$ cat config.mk
export PLATFORM = sky130hd
export DESIGN_NAME = cgr_reader
export DESIGN_NICKNAME = d
export VERILOG_FILES = /design/src/rtl/cgr_pkg.sv /design/src/rtl/cgr_addr_decode.sv /design/src/rtl/cgr_reader.sv
export SDC_FILE = /design/constraint.sdc
export NUM_CORES = 1
export LEC_CHECK = 0
export BUFFER_PORTS_ARGS = -buffer_cell sky130_fd_sc_hd__buf_2
export CAP_MARGIN = 20
export CELL_PAD_IN_SITES_DETAIL_PLACEMENT = 0
export CELL_PAD_IN_SITES_GLOBAL_PLACEMENT = 1
export CORE_UTILIZATION = 38
export CTS_CLUSTER_DIAMETER = 120
export CTS_CLUSTER_SIZE = 20
export DETAILED_ROUTE_END_ITERATION = 8
export GPL_ROUTABILITY_DRIVEN = 0
export GPL_TIMING_DRIVEN = 0
export PLACE_DENSITY_LB_ADDON = 0.1
export SLEW_MARGIN = 20
export SYNTH_ARGS = -nofsm -noshare
export SYNTH_HDL_FRONTEND = slang
export SYNTH_HIERARCHICAL = 1
export SYNTH_SLANG_ARGS = --single-unit
export TNS_END_PERCENT = 5
$ cat constraint.sdc
create_clock -name CLK -period 2.7 [get_ports CLK]
set_input_delay 0.405 -clock CLK [delete_from_list [all_inputs] [get_ports CLK]]
set_output_delay 0.405 -clock CLK [all_outputs]
set_load 0.01 [all_outputs]
$ cat src/rtl/cgr_pkg.sv
// Shared definitions for the CGR k-mer counter: coordinate sizing, symbol
// encoding used by both the writer and the reader, and the reader's states.
package cgr_pkg;

   localparam int DATA_LEN_DEF = 3;

   localparam logic [1:0] SYM_A = 2'b00;
   localparam logic [1:0] SYM_C = 2'b01;
   localparam logic [1:0] SYM_G = 2'b10;
   localparam logic [1:0] SYM_T = 2'b11;

   typedef enum logic [2:0] {
      IDLE,
      READ,
      WAIT,
      OUT,
      FIN
   } state_t;

   // Frequency-memory address: {1'b0, x, 1'b0, y}
   function automatic int addr_w(input int data_len);
      return 2 * data_len + 2;
   endfunction

endpackage

$ cat src/rtl/cgr_addr_decode.sv
// Maps a linear cell index onto the frequency-memory address and the k-mer
// whose CGR coordinates land in that cell.
module cgr_addr_decode
   import cgr_pkg::*;
#(
   parameter int DATA_LEN = DATA_LEN_DEF
) (
   input  logic [2*DATA_LEN-1:0]       idx,
   output logic [addr_w(DATA_LEN)-1:0] rd_addr,
   output logic [2*DATA_LEN-1:0]       kmer
);

   logic [DATA_LEN-1:0] x;
   logic [DATA_LEN-1:0] y;

   assign x       = idx[2*DATA_LEN-1:DATA_LEN];
   assign y       = idx[DATA_LEN-1:0];
   assign rd_addr = {1'b0, x, 1'b0, y};

   // Bit i of each coordinate carries symbol i; x supplies the symbol MSB.
   always_comb begin
      kmer = '0;
      for (int i = 0; i < DATA_LEN; i++) begin
         kmer[2*i +: 2] = {x[i], y[i]};
      end
   end

endmodule

$ cat src/rtl/cgr_reader.sv
// Scans the CGR frequency memory after a counting pass and streams one
// (k-mer, count) beat per cell over a valid/ready interface.
module cgr_reader
   import cgr_pkg::*;
#(
   parameter int DATA_LEN = DATA_LEN_DEF,
   parameter int CNT_W    = 16,
   parameter int RD_LAT   = 1
) (
   input  logic                       CLK,
   input  logic                       RST_N,
   input  logic                       start,
   input  logic                       skip_zero,
   input  logic                       BC_mode,
   output logic [addr_w(DATA_LEN)-1:0] rd_addr,
   output logic                       ren,
   input  logic [CNT_W-1:0]           rd_data,
   output logic                       out_valid,
   input  logic                       out_ready,
   output logic [2*DATA_LEN-1:0]      out_kmer,
   output logic [CNT_W-1:0]           out_count,
   output logic                       out_last,
   output logic                       busy,
   output logic                       done,
   output logic                       aborted
);

   localparam int             IW       = 2 * DATA_LEN;
   localparam logic [IW-1:0]  IDX_MAX  = '1;
   localparam int             LW       = (RD_LAT > 1) ? $clog2(RD_LAT) : 1;
   localparam logic [LW-1:0]  LAT_LAST = LW'(RD_LAT - 1);

   state_t          state;
   state_t          state_nxt;
   logic [IW-1:0]   idx;
   logic [IW-1:0]   idx_nxt;
   logic [LW-1:0]   lat_cnt;
   logic [LW-1:0]   lat_cnt_nxt;
   logic            skip_q;
   logic            skip_nxt;
   logic            capture;
   logic            step;
   logic            abort;
   logic            is_last;
   logic [IW-1:0]   dec_kmer;

   // idx only moves when entering READ, so the decoded address naturally
   // holds between reads and returns to 0 on reset.
   cgr_addr_decode #(
      .DATA_LEN (DATA_LEN)
   ) u_dec (
      .idx     (idx),
      .rd_addr (rd_addr),
      .kmer    (dec_kmer)
   );

   assign is_last   = (idx == IDX_MAX);
   assign ren       = (state == READ);
   assign out_valid = (state == OUT);
   assign out_last  = out_valid && is_last;
   assign busy      = (state != IDLE);
   assign done      = (state == FIN);

   always_comb begin
      state_nxt   = state;
      idx_nxt     = idx;
      lat_cnt_nxt = lat_cnt;
      skip_nxt    = skip_q;
      capture     = 1'b0;
      step        = 1'b0;
      abort       = 1'b0;

      case (state)
         IDLE: begin
            if (start && !BC_mode) begin
               state_nxt = READ;
               idx_nxt   = '0;
               skip_nxt  = skip_zero;
            end
         end
         READ: begin
            state_nxt   = WAIT;
            lat_cnt_nxt = '0;
         end
         WAIT: begin
            if (lat_cnt == LAT_LAST) begin
               capture = 1'b1;
               if (skip_q && (rd_data == '0)) begin
                  step = 1'b1;
               end else begin
                  state_nxt = OUT;
               end
            end else begin
               lat_cnt_nxt = lat_cnt + 1'b1;
            end
         end
         OUT: begin
            if (out_ready) begin
               step = 1'b1;
            end
         end
         FIN: begin
            state_nxt = IDLE;
         end
         default: begin
            state_nxt = IDLE;
         end
      endcase

      // The max cell always ends the scan; idx never wraps.
      if (step) begin
         if (is_last) begin
            state_nxt = FIN;
         end else begin
            state_nxt = READ;
            idx_nxt   = idx + 1'b1;
         end
      end

      // The writer reclaiming the memory kills the scan, dropping any pending beat.
      if (busy && BC_mode) begin
         state_nxt = IDLE;
         idx_nxt   = idx;
         capture   = 1'b0;
         abort     = 1'b1;
      end
   end

   always_ff @(posedge CLK) begin
      if (!RST_N) begin
         state     <= IDLE;
         idx       <= '0;
         lat_cnt   <= '0;
         skip_q    <= 1'b0;
         out_kmer  <= '0;
         out_count <= '0;
         aborted   <= 1'b0;
      end else begin
         state     <= state_nxt;
         idx       <= idx_nxt;
         lat_cnt   <= lat_cnt_nxt;
         skip_q    <= skip_nxt;
         aborted   <= abort;
         if (capture) begin
            out_kmer  <= dec_kmer;
            out_count <= rd_data;
         end
      end
   end

endmodule

Word-level counts from Yosys, hierarchy flattened
Cells that the tools add are included.

word-level totals
  bits in registers = 34
  bits of input ports = 22
  output and inout port bits = 36
  word-level logic and storage cells = 51

cells by class
  add/subtract/negate cells = 2
  equal/unequal tests = 9
  multiplexer cells = 20
  bitwise logic cells = 1
  reduce and logical (&&, ||, !) cells = 12

operators with widths
  operator                                                               count
  6-bit 2-to-1 mux                                                       4
  16-bit logical NOT                                                     1
  3-bit 2-to-1 mux                                                       5
  3-bit case mux with 4 select lines                                     1
  3-bit != test, second input constant                                   3
  1-bit 2-to-1 mux                                                       8
  6-bit by 1-bit adder with 6-bit output, second input constant          1
  3-bit by 2-bit equality test with 1-bit output, second input constant  2
  6-bit equality test, second input constant                             1
  1-bit logical AND                                                      4
  1-bit case mux with 2 select lines                                     2
  4-bit AND reduction                                                    1
  3-bit by 1-bit equality test with 1-bit output, second input constant  1
  3-bit equality test, second input constant                             1
  3-bit logical NOT                                                      1
  3-bit nonzero test                                                     1
  2-bit by 1-bit != test with 1-bit output, second input constant        1
  2-bit AND reduction                                                    1
  2-bit nonzero test                                                     1
  2-bit OR reduction                                                     1
  1-bit adder, second input constant                                     1
  1-bit logical NOT                                                      1
  1-bit NOT                                                              1

Logic depth before layout (Yosys ltp)
Gate-level depths: netlist (run 1).

  word-level depth = 7
  depth in mapped cells = 6
  depth with buffers taken out = 5

By module
Netlist (run 1), hierarchy kept.

by module, submodules not included
  module           instances  cells an instance  area each (um^2)  seq. area each (um^2)
  cgr_reader       1          178                1557.7            660.6
  cgr_addr_decode  1          15                 108.9             0.0

Worst setup path before layout (run 1)
OpenSTA, ideal clock, no wires.

  kind = input -> register
  from = input rd_data[0]
  to = register idx[0]
  setup time = 0.126 ns
  arrival time = 1.467 ns
  data required time = 2.574 ns
  setup slack = 1.108 ns
  cell stages on the path = 5
  buffers on the path = 0
  cell sequence = nor4_2 -> nand3_2 -> or3_1 -> a21oi_2 -> o32ai_1

between the ends
  cells in the longest elaborated chain, start to end = 6

ends and longest elaborated chain
  item                                line               text
  start: declaration                  cgr_reader.sv:17   input logic [CNT_W-1:0] rd_data,
  16-bit logical NOT                  cgr_reader.sv:88   if (skip_q && (rd_data == '0)) begin
  1-bit logical AND                   cgr_reader.sv:88
  1-bit 2-to-1 mux                    cgr_reader.sv:88
  1-bit 2-to-1 mux                    cgr_reader.sv:86   if (lat_cnt == LAT_LAST) begin
  1-bit case mux with 2 select lines  cgr_reader.sv:73   case (state)
  6-bit 2-to-1 mux                    cgr_reader.sv:111  if (step) begin
  end signal: assignment              cgr_reader.sv:140  idx <= idx_nxt;
  end: declaration                    cgr_reader.sv:35   logic [IW-1:0] idx;

Every way passes these cells.
A chain may end at the register's enable or synchronous reset.

Worst setup path in the final report (run 1)
  from = register idx[0]
  to = output out_last

between the ends
  cells in the longest elaborated chain, start to end = 2

ends and longest elaborated chain
  item                 line              text
  6-bit equality test  cgr_reader.sv:57  assign is_last = (idx == IDX_MAX);
  1-bit logical AND    cgr_reader.sv:60  assign out_last = out_valid && is_last;
  end: declaration     cgr_reader.sv:22  output logic out_last,

Every way passes these cells.

==> metrics, run 1 <==
drt first-iter violations=60; r2r setup slk=0.93 ns; CP max FO=7; first drt pass iteration count=6; critical path class=reg -> out; num rows=23; vias=1,476; first-pass GRT wire length=5.87 mm; status=finished, final reports clean; Die Footprint=4650 um^2; sw frac=20.8%; share of cells above drive strength 1=36.2%; Crit Reg-Reg Startpoint=idx[0]; power share of the sequential group=43.9%; Place WS=0.723 ns; Hold Crit Class=in -> reg; post-synth cell types=46; number of post-CTS setup repair buffers=0; sw power=0.234 mW; Avg Cell Area, Syn=8.64 um^2; Chip Width=68.2 um; Initial Util=40.5%; worst slew pin tran=0.517 ns; # DRC=0; Comb pwr share=6.4%; Worst EP required=2.30 ns; FF-to-FF End=idx[0]; I/O pin cnt=58; Syn-to-layout area delta=28.5%; yosys warns=6; hold_sp=rd_data[11]; hold path depth=3; Pins Over Slew Limit=0; port buffer count=55; gr usage total=17.7%; ys flop type=dfxtp_1; post-CTS resize count=0; DRT Wirelength=3.86 mm; register bit total from synthesis=33; CTS buffer count=5; clock share of power=49.7%; # hold bufs at CTS=0; Nets=279; CTS sink count=33; f_max=0.498 GHz; grt ovf=0; vias in the first global route=1,218; setup ws final=0.691 ns; Hold Slack=0.376 ns; post-detailed-route count of antenna-violating nets=0; Chip Height=68.2 um; most frequent cells in the layout=buf_2, nand2_1, dfxtp_1, a21boi_0, buf_4; RSZ-0062 raised after global routing=false; Setup crit start kind=register; Reg2Reg Depth=5; critical path capture point type=output pin; Post-Route Skew=0.00412 ns; Rel. slew slack=65.2%; post-DP HPWL=2.86 mm; power density over the cells=525 nW/um^2; Worst-Skew Late Latency=0.29 ns; FFs w/ async S/R, synth=0%; largest net degree at the start of global routing=12; fillers=408; Setup Viol. Count Final=0; CTS tree=built; # H-tree levels=2; peak supply drop=282 uV; root buffer cell=clkbuf_8; Final Hold Viols=0; Worst-path clk slew=0.07 ns; synthesized area=1670 um^2; fin crit period=2.01 ns; Hold Path Sink=out_count[11]; most common cell after layout, fill and taps aside=buf_2; endpoint arrival time on the critical path=1.60 ns; TNS Setup=0 ns; n_diodes=0; sequential area share after synthesis=39.6%; WL/cell=12.6 um; Leakage Power=0.936 nW; internal power=0.890 mW; Post-synth EDFFs=0; initial antenna violation count=0; max cap viols=0; Final Cycle Share=74.4%; Max Buffers Root-to-Sink=2; vias per cell=4.81; Core ar.=4120 um^2; Syn Inst Count=193
[cell families (layout without fill, tap and decap cells)]
| family | Yosys count | count (layout) | share of synthesized area, % |
|---|---|---|---|
| flops | 33 | 33 | 39.6 |
| simple gates | 90 | 90 | 28.8 |
| buf+inv | 24 | 87 | 9.68 |
| mux | 1 | 1 | 0.601 |
| other cells | 1 | 2 | 0.225 |
| fa+ha+maj | 1 | 1 | 0.751 |
| compound gates | 43 | 43 | 20.3 |
[state kept, by name (all words and copies together) (netlist names)]
| name | cells |
|---|---|
| out_kmer | 6 |
| aborted | 1 |
| state | 3 |
| skip_q | 1 |
| out_count | 16 |
| idx | 6 |
[metal layers]
metal	track usage (%)	part of all wire [%]
met5	0	0
met3	6.00	5.7
met2	24.5	42
met4	8.59	1.8
met1	24.2	51
[power by group through the flow]
stage | Sequential [mW] | Clock (mW) | Combinational, mW
2_1_floorplan | 0.506 | 0 | 0.0358
3_3_place_gp | 0.505 | 0 | 0.0733
3_5_place_dp | 0.505 | 0 | 0.0731
4_1_cts | 0.494 | 0.569 | 0.0734
5_1_grt | 0.494 | 0.591 | 0.0798
6_report | 0.494 | 0.559 | 0.0720
[cells in the mapped netlist, types with 3 or more instances]
library cell / n / area, um^2
a21oi_1: 3 / 15.0
buf_4: 17 / 128
and2_1: 3 / 18.8
nand2_1: 54 / 203
clkbuf_1: 5 / 18.8
and3_1: 4 / 25.0
nand3_1: 3 / 15.0
a21boi_0: 23 / 173
nor2_1: 5 / 18.8
nor3_1: 3 / 15.0
dfxtp_1: 33 / 661
[metrics by stage]
step | util (%) | area, um^2 | std cells | total power [mW]
floorplan | - | 1670 | 194 | 0.542
global placement | 48.8 | 2010 | 299 | 0.578
detailed placement | 48.8 | 2010 | 299 | 0.578
CTS | 52.1 | 2140 | 307 | 1.14
global route | 52.1 | 2140 | 307 | 1.17
finish | 52.1 | 2140 | 307 | 1.12
[worst max path at each step]
stage                startpoint  endpoint  cells past startpoint
floorplan            rd_data[0]    idx[0]                      5
global placement    rd_data[15]    idx[0]                      6
detailed placement  rd_data[15]    idx[0]                      6
CTS                      idx[0]  out_last                      4
global route             idx[0]  out_last                      4
finish                   idx[0]  out_last                      4
[final cells by class]
cell class              count  area (um^2)  share of cell area [%]
plain buffers              23          158                    7.36
repair buffers             55          275                    12.9
clock buffers               5         68.8                    3.21
well taps                  50         62.6                    2.92
clock inverters             3         65.1                    3.04
flip-flops and latches     33          661                    30.8
inverters                   1         3.75                   0.175
multi-input cells         137          848                    39.6
[critical path: stages, from the launching register on]
cell and delay [ns]:
dfxtp_1 0.46, ha_1 0.31, and3_1 0.29, and2_1 0.14, buf_2 0.12
Note: power is estimated with default switching activity, not from simulation.
==> run 2: changes to the inputs <==
Settings changed: ABC_AREA from default to 1, CORE_UTILIZATION 38 to 30.
Clock period 2.7 ns to 1.7 ns, I/O delays scaled along.
==> metrics, run 2 <==
adder-cell share of the synthesized area=0.783% (+0.032 points); Biggest register=out_count; Nets=321 (+15%); CP max FO=2 (-5); Crit Reg-Reg Startpoint=state[2]; Final Cycle Share=91.3%; most common cell after layout, fill and taps aside=buf_2; Post-Synth XOR/XNOR Area=1.10% (+1.1 points); Synth area leader=dfxtp_1; Place WS=-0.0686 ns (-0.791 ns); CP Launch Point=idx[1]; Setup Viol. Count Final=0 (unchanged); CTS sink count=33 (unchanged); Initial Util=31.3% (-9.2 points); initial antenna violation count=0 (unchanged); Simple-Gate Fraction of Synth Area=22.4% (-6.4 points); register area=677 um^2 (+2.5%); Placed Cells=354 (+18%); # hold bufs at CTS=0 (unchanged); Synth Area in Compound Gates=16.8% (-3.6 points); Reg2Reg Depth=10 (+5); CTS tree=built; vias=1,598 (+8.3%); post-synthesis mux area share=0% (-0.60 points); Critical Path Sink=out_last; largest net degree at the start of global routing=11 (-1); CTS buffer count=5 (unchanged); n_diodes=0 (unchanged); Syn-to-layout area delta=36.1%; post-detailed-route count of antenna-violating nets=0 (unchanged); register bit total from synthesis=33 (unchanged); multi-input logic area=702 um^2 (-17%); Setup crit start kind=register; worst slew pin tran=0.545 ns (+0.0275 ns); total power=1.76 mW (+56%); yosys warns=6 (unchanged); Largest regs=out_count (16), idx (6), out_kmer (6); post-synth cell types=25 (-46%); FFs w/ async S/R, synth=0% (unchanged); max cap viols=0 (unchanged); I/O pin cnt=58 (unchanged); ys flop type=dfxtp_1; critical path capture point type=output pin; top post-synthesis cells by area=dfxtp_1, nand2_1, inv_1; most frequent cell after synthesis=nand2_1; top cells by count, synth=nand2_1, inv_1, dfxtp_1, a21oi_1, o21ai_1; gr usage total=15.5% (-2.2 points); most frequent cells in the layout=buf_2, nand2_1, inv_1, dfxtp_1, a21oi_1; Hold Slack=0.250 ns (-0.126 ns); # DRC=0 (unchanged); max reg flops=16 (unchanged); WL/cell=11.0 um (-12%); num rows=26 (+13%); peak supply drop=296 uV (+5.1%); drt first-iter violations=46 (-23%); Chip Height=75.0 um (+9.9%); vias in the first global route=1,422 (+17%); port buffer count=55 (unchanged); Leakage Power=1.04 nW (+12%); grt ovf=0 (unchanged); # H-tree levels=2 (unchanged); Worst EP required=1.44 ns (-0.86 ns); Avg Cell Area, Syn=7.01 um^2 (-19%); Post-Route Skew=0.00637 ns (+0.00225 ns); DRT Wirelength=4.08 mm (+5.6%); Hold Crit Class=in -> reg; first-pass GRT wire length=6.56 mm (+12%); first drt pass iteration count=4 (-2); r2r setup slk=0.23 ns (-0.70 ns); FF-to-FF End=idx[1]; Worst-Skew Late Latency=0.28 ns (about the same); root buffer cell=clkbuf_8; Max Buffers Root-to-Sink=2 (unchanged); post-layout util=42.6% (-9.5 points); post-DP HPWL=3.00 mm (+4.8%); Chip Width=75.0 um (+9.9%); Syn Inst Count=228 (+18%); fillers=579 (+42%); f_max=0.644 GHz; Layout Cells excl Fill=369 (+20%); RSZ-0062 raised after global routing=false; Yosys top cell area share=41.3% (+1.7 points); Pins Over Slew Limit=0 (unchanged); setup ws final=0.147 ns (-0.544 ns); Rel. slew slack=63.5% (-1.6 points); largest family of logic cells by synthesized area=simple AND/OR/NAND/NOR gates; power density over the cells=807 nW/um^2 (+54%); critical path class=reg -> out; Final Hold Viols=0 (unchanged); sequential area share after synthesis=41.3% (+1.7 points); Core ar.=5110 um^2 (+24%); vias per cell=4.33 (-9.9%); fin crit period=1.55 ns; Post-synth EDFFs=0 (unchanged); Worst-path clk slew=0.07 ns (about the same); synthesized area=1600 um^2 (-4.1%); status=finished, final reports clean; Die Footprint=5620 um^2 (+21%); share of cells above drive strength 1=35.5% (-0.74 points); endpoint arrival time on the critical path=1.30 ns (-0.30 ns)
run 2: cell families after synthesis:
group                      Yosys count
other                                1
buffers and inverters               58
DFF                                 33
xor gates and xnor gates             2
AOI/OAI and AO/OA                   52
adders and majority gates            1
and+or+nand+nor                     81
run 2: power by group:
part / internal, mW / switching [mW] / total [mW]
Sequential: 0.818 / 0.0281 / 0.846
Combinational: 0.108 / 0.158 / 0.266
Clock: 0.366 / 0.278 / 0.644
run 2: timing repair:
| item | CTS | global route |
|---|---|---|
| buffers inserted | 7 | 0 |
| gates resized for setup | 17 | 3 |
| setup endpoints to repair | 1 | 10 |
| pin swaps | 3 | 2 |
| gates cloned | 0 | 0 |
run 2: layout make-up:
| type | instances | area share (%) |
|---|---|---|
| Sequential cell | 33 | 31.1 |
| Buffer | 21 | 6.44 |
| Multi-Input combinational cell | 138 | 32.3 |
| Timing Repair Buffer | 62 | 15.1 |
| Tap cell | 70 | 4.03 |
| Clock inverter | 1 | 0.230 |
| Clock buffer | 7 | 4.43 |
| Inverter | 37 | 6.39 |
run 2: critical path, stage by stage, from the launching register on:
cell and delay [ns]:
dfxtp_4 0.36, ha_4 0.15, nand3_4 0.08, nor2_4 0.10, inv_2 0.05, nor4_2 0.11, buf_2 0.16
run 2: metrics by stage:
stage                     setup TNS [ns]  area, um^2
final                                  0        2170
after global routing                   0        2170
after CTS                              0        2170
after detailed placement         -0.0686        1960
after global placement           -0.0685        1960
after floorplan                        0        1600
run 2: worst min path at each step:
stage / startpoint / endpoint / slack, ns / depth (start not counted)
finish: rd_data[10] / out_count[10] / 0.25 / 3
global route: skip_zero / skip_q / 0.26 / 3
CTS: rd_data[2] / out_count[2] / 0.24 / 3
detailed placement: out_count[15] / out_count[15] / 0.43 / 2
global placement: out_count[8] / out_count[8] / 0.43 / 2
floorplan: RST_N / out_count[15] / 0.39 / 2
run 2: routing by layer:
layer | GRT usage (%) | share of wire, %
met4 | 4.40 | 0.98
met1 | 18.4 | 44
met2 | 27.4 | 50
met3 | 4.02 | 5.4
met5 | 0 | 0
==> run 3: changes to the inputs <==
Settings changed: REMOVE_ABC_BUFFERS from default to 1.
==> metrics, run 3 (synthesis results as in run 2) <==
vias=1,534 (-4.0%); metal1 wirelength=1.96 mm (+10%); Final Cycle Share=94.2% (+2.9 points); vias in the first global route=1,356 (-4.6%); r2r setup slk=0.22 ns (about the same); Final Hold Viols=0 (unchanged); Die Footprint=5620 um^2 (unchanged); first drt pass iteration count=4 (unchanged); max cap viols=0 (unchanged); CTS sink count=33 (unchanged); first-pass GRT wire length=6.22 mm (-5.2%); peak supply drop=264 uV (-11%); Chip Width=75.0 um (unchanged); Setup crit start kind=register; drt first-iter violations=51 (+11%); num rows=26 (unchanged); status=finished, final reports clean; most common cell after layout, fill and taps aside=buf_2; Layout Cells excl Fill=349 (-5.4%); metal3 WL=251 um (+13%); FF-to-FF End=idx[2]; Largest regs=out_count (16), idx (6), out_kmer (6); Hold Path Sink=out_count[12]; Hold Crit Class=in -> reg; Max Buffers Root-to-Sink=2 (unchanged); Met2 Wirelength=1.76 mm (-13%); Reg2Reg Depth=9 (-1); # DRC=0 (unchanged); max reg flops=16 (unchanged); DRT Wirelength=4.06 mm (-0.34%); n_diodes=0 (unchanged); hold path depth=3 (unchanged); endpoint arrival time on the critical path=1.35 ns (+0.05 ns); root buffer cell=clkbuf_8; power density over the cells=829 nW/um^2 (+2.6%); fin crit period=1.60 ns (+0.0487 ns); f_max=0.624 GHz (-3.0%); RSZ-0062 raised after global routing=false; total power=1.71 mW (-2.9%); post-DP HPWL=2.56 mm (-14%); critical path class=reg -> out; CTS buffer count=5 (unchanged); initial antenna violation count=0 (unchanged); largest net degree at the start of global routing=45 (+34); grt ovf=0 (unchanged); hold_sp=rd_data[12]; share of cells above drive strength 1=33.3% (-2.1 points); most frequent cells in the layout=buf_2, nand2_1, inv_1, dfxtp_1, a21oi_1; vias per cell=4.40 (+1.5%); port buffer count=55 (unchanged); Syn-to-layout area delta=28.8%; post-detailed-route count of antenna-violating nets=0 (unchanged); Setup Viol. Count Final=0 (unchanged); Pins Over Slew Limit=0 (unchanged); I/O pin cnt=58 (unchanged); Core ar.=5110 um^2 (unchanged); design area=2060 um^2 (-5.4%); Worst EP required=1.44 ns (about the same); Placed Cells=333 (-5.9%); Initial Util=31.3% (unchanged); Nets=301 (-6.2%); # hold bufs at CTS=0 (unchanged); Worst-path clk slew=0.08 ns (about the same); Chip Height=75.0 um (unchanged); CTS tree=built; critical path capture point type=output pin; # H-tree levels=2 (unchanged); WL/cell=11.6 um (+5.4%); Leakage Power=0.938 nW (-10%); Biggest register=out_count; gr usage total=14.5% (-0.94 points); CP max FO=3 (+1); top layer in use=met4; Crit Reg-Reg Startpoint=state[2]; Post-Route Skew=0.00597 ns (-0.000400 ns); Worst-Skew Late Latency=0.28 ns (about the same); DP Area=1830 um^2 (-7.1%)
[run 3: cell count changes in the layout (fill, tap and decap cells not counted), sizes merged]
cell      previous run  this run
clkinv               1         2
clkinvlp             0         1
nand3               16        18
buf                 80        61
clkbuf              10         5
[run 3: cell type report]
class / instances / area, um^2
Clock buffer: 5 / 68.8
Tap cell: 70 / 87.6
Clock inverter: 3 / 17.5
Sequential cell: 33 / 678
Timing Repair Buffer: 61 / 320
Inverter: 37 / 139
Fill cell: 582 / 3050
Multi-Input combinational cell: 140 / 747
[run 3: worst max-delay path by stage]
stage,start,slack (ns),cells after the start,end
floorplan,state[2],0.03,6,out_count[15]
global placement,state[2],-0.29,6,out_count[8]
detailed placement,state[2],-0.31,6,out_count[9]
CTS,state[2],-0.001,6,out_count[8]
global route,idx[0],0.008,6,out_last
finish,idx[0],0.1,6,out_last
[run 3: report_power, final]
group          internal (mW)  switching, mW
sequential             0.818         0.0321
clock                  0.282          0.299
combinational          0.107          0.167
[run 3: repair_timing]
item                                    CTS  global route
hold endpoints to repair                  0             0
setup buffers                             4             2
endpoints found under the setup margin   23            30
pin swaps                                 1             3
gates cloned                              0             2
gates resized for setup                  16            10
[run 3: per-layer routing]
layer	vias to the layer above	GRT usage (%)
met4	0	5.03
met1	666	18.1
met5	-	0
met2	42	24.0
met3	9	4.02
li1	817	-
[run 3: worst max-delay path, stage by stage, from the launching register on]
cell	delay, ns
dfxtp_4	0.37
ha_4	0.15
nand3_2	0.10
nor2_4	0.11
inv_2	0.05
nor4_2	0.12
buf_2	0.16
[run 3: per-stage QoR]
step / util (%) / setup slack, ns / setup TNS, ns / hold WS, ns
finish: 40.3 / 0.0985 / 0 / 0.249
global route: 40.3 / 0.00842 / 0 / 0.254
CTS: 38.9 / -0.00101 / -0.00101 / 0.239
detailed placement: 35.7 / -0.306 / -5.79 / 0.434
global placement: 35.7 / -0.287 / -5.40 / 0.430
floorplan: - / 0.0296 / 0 / 0.393
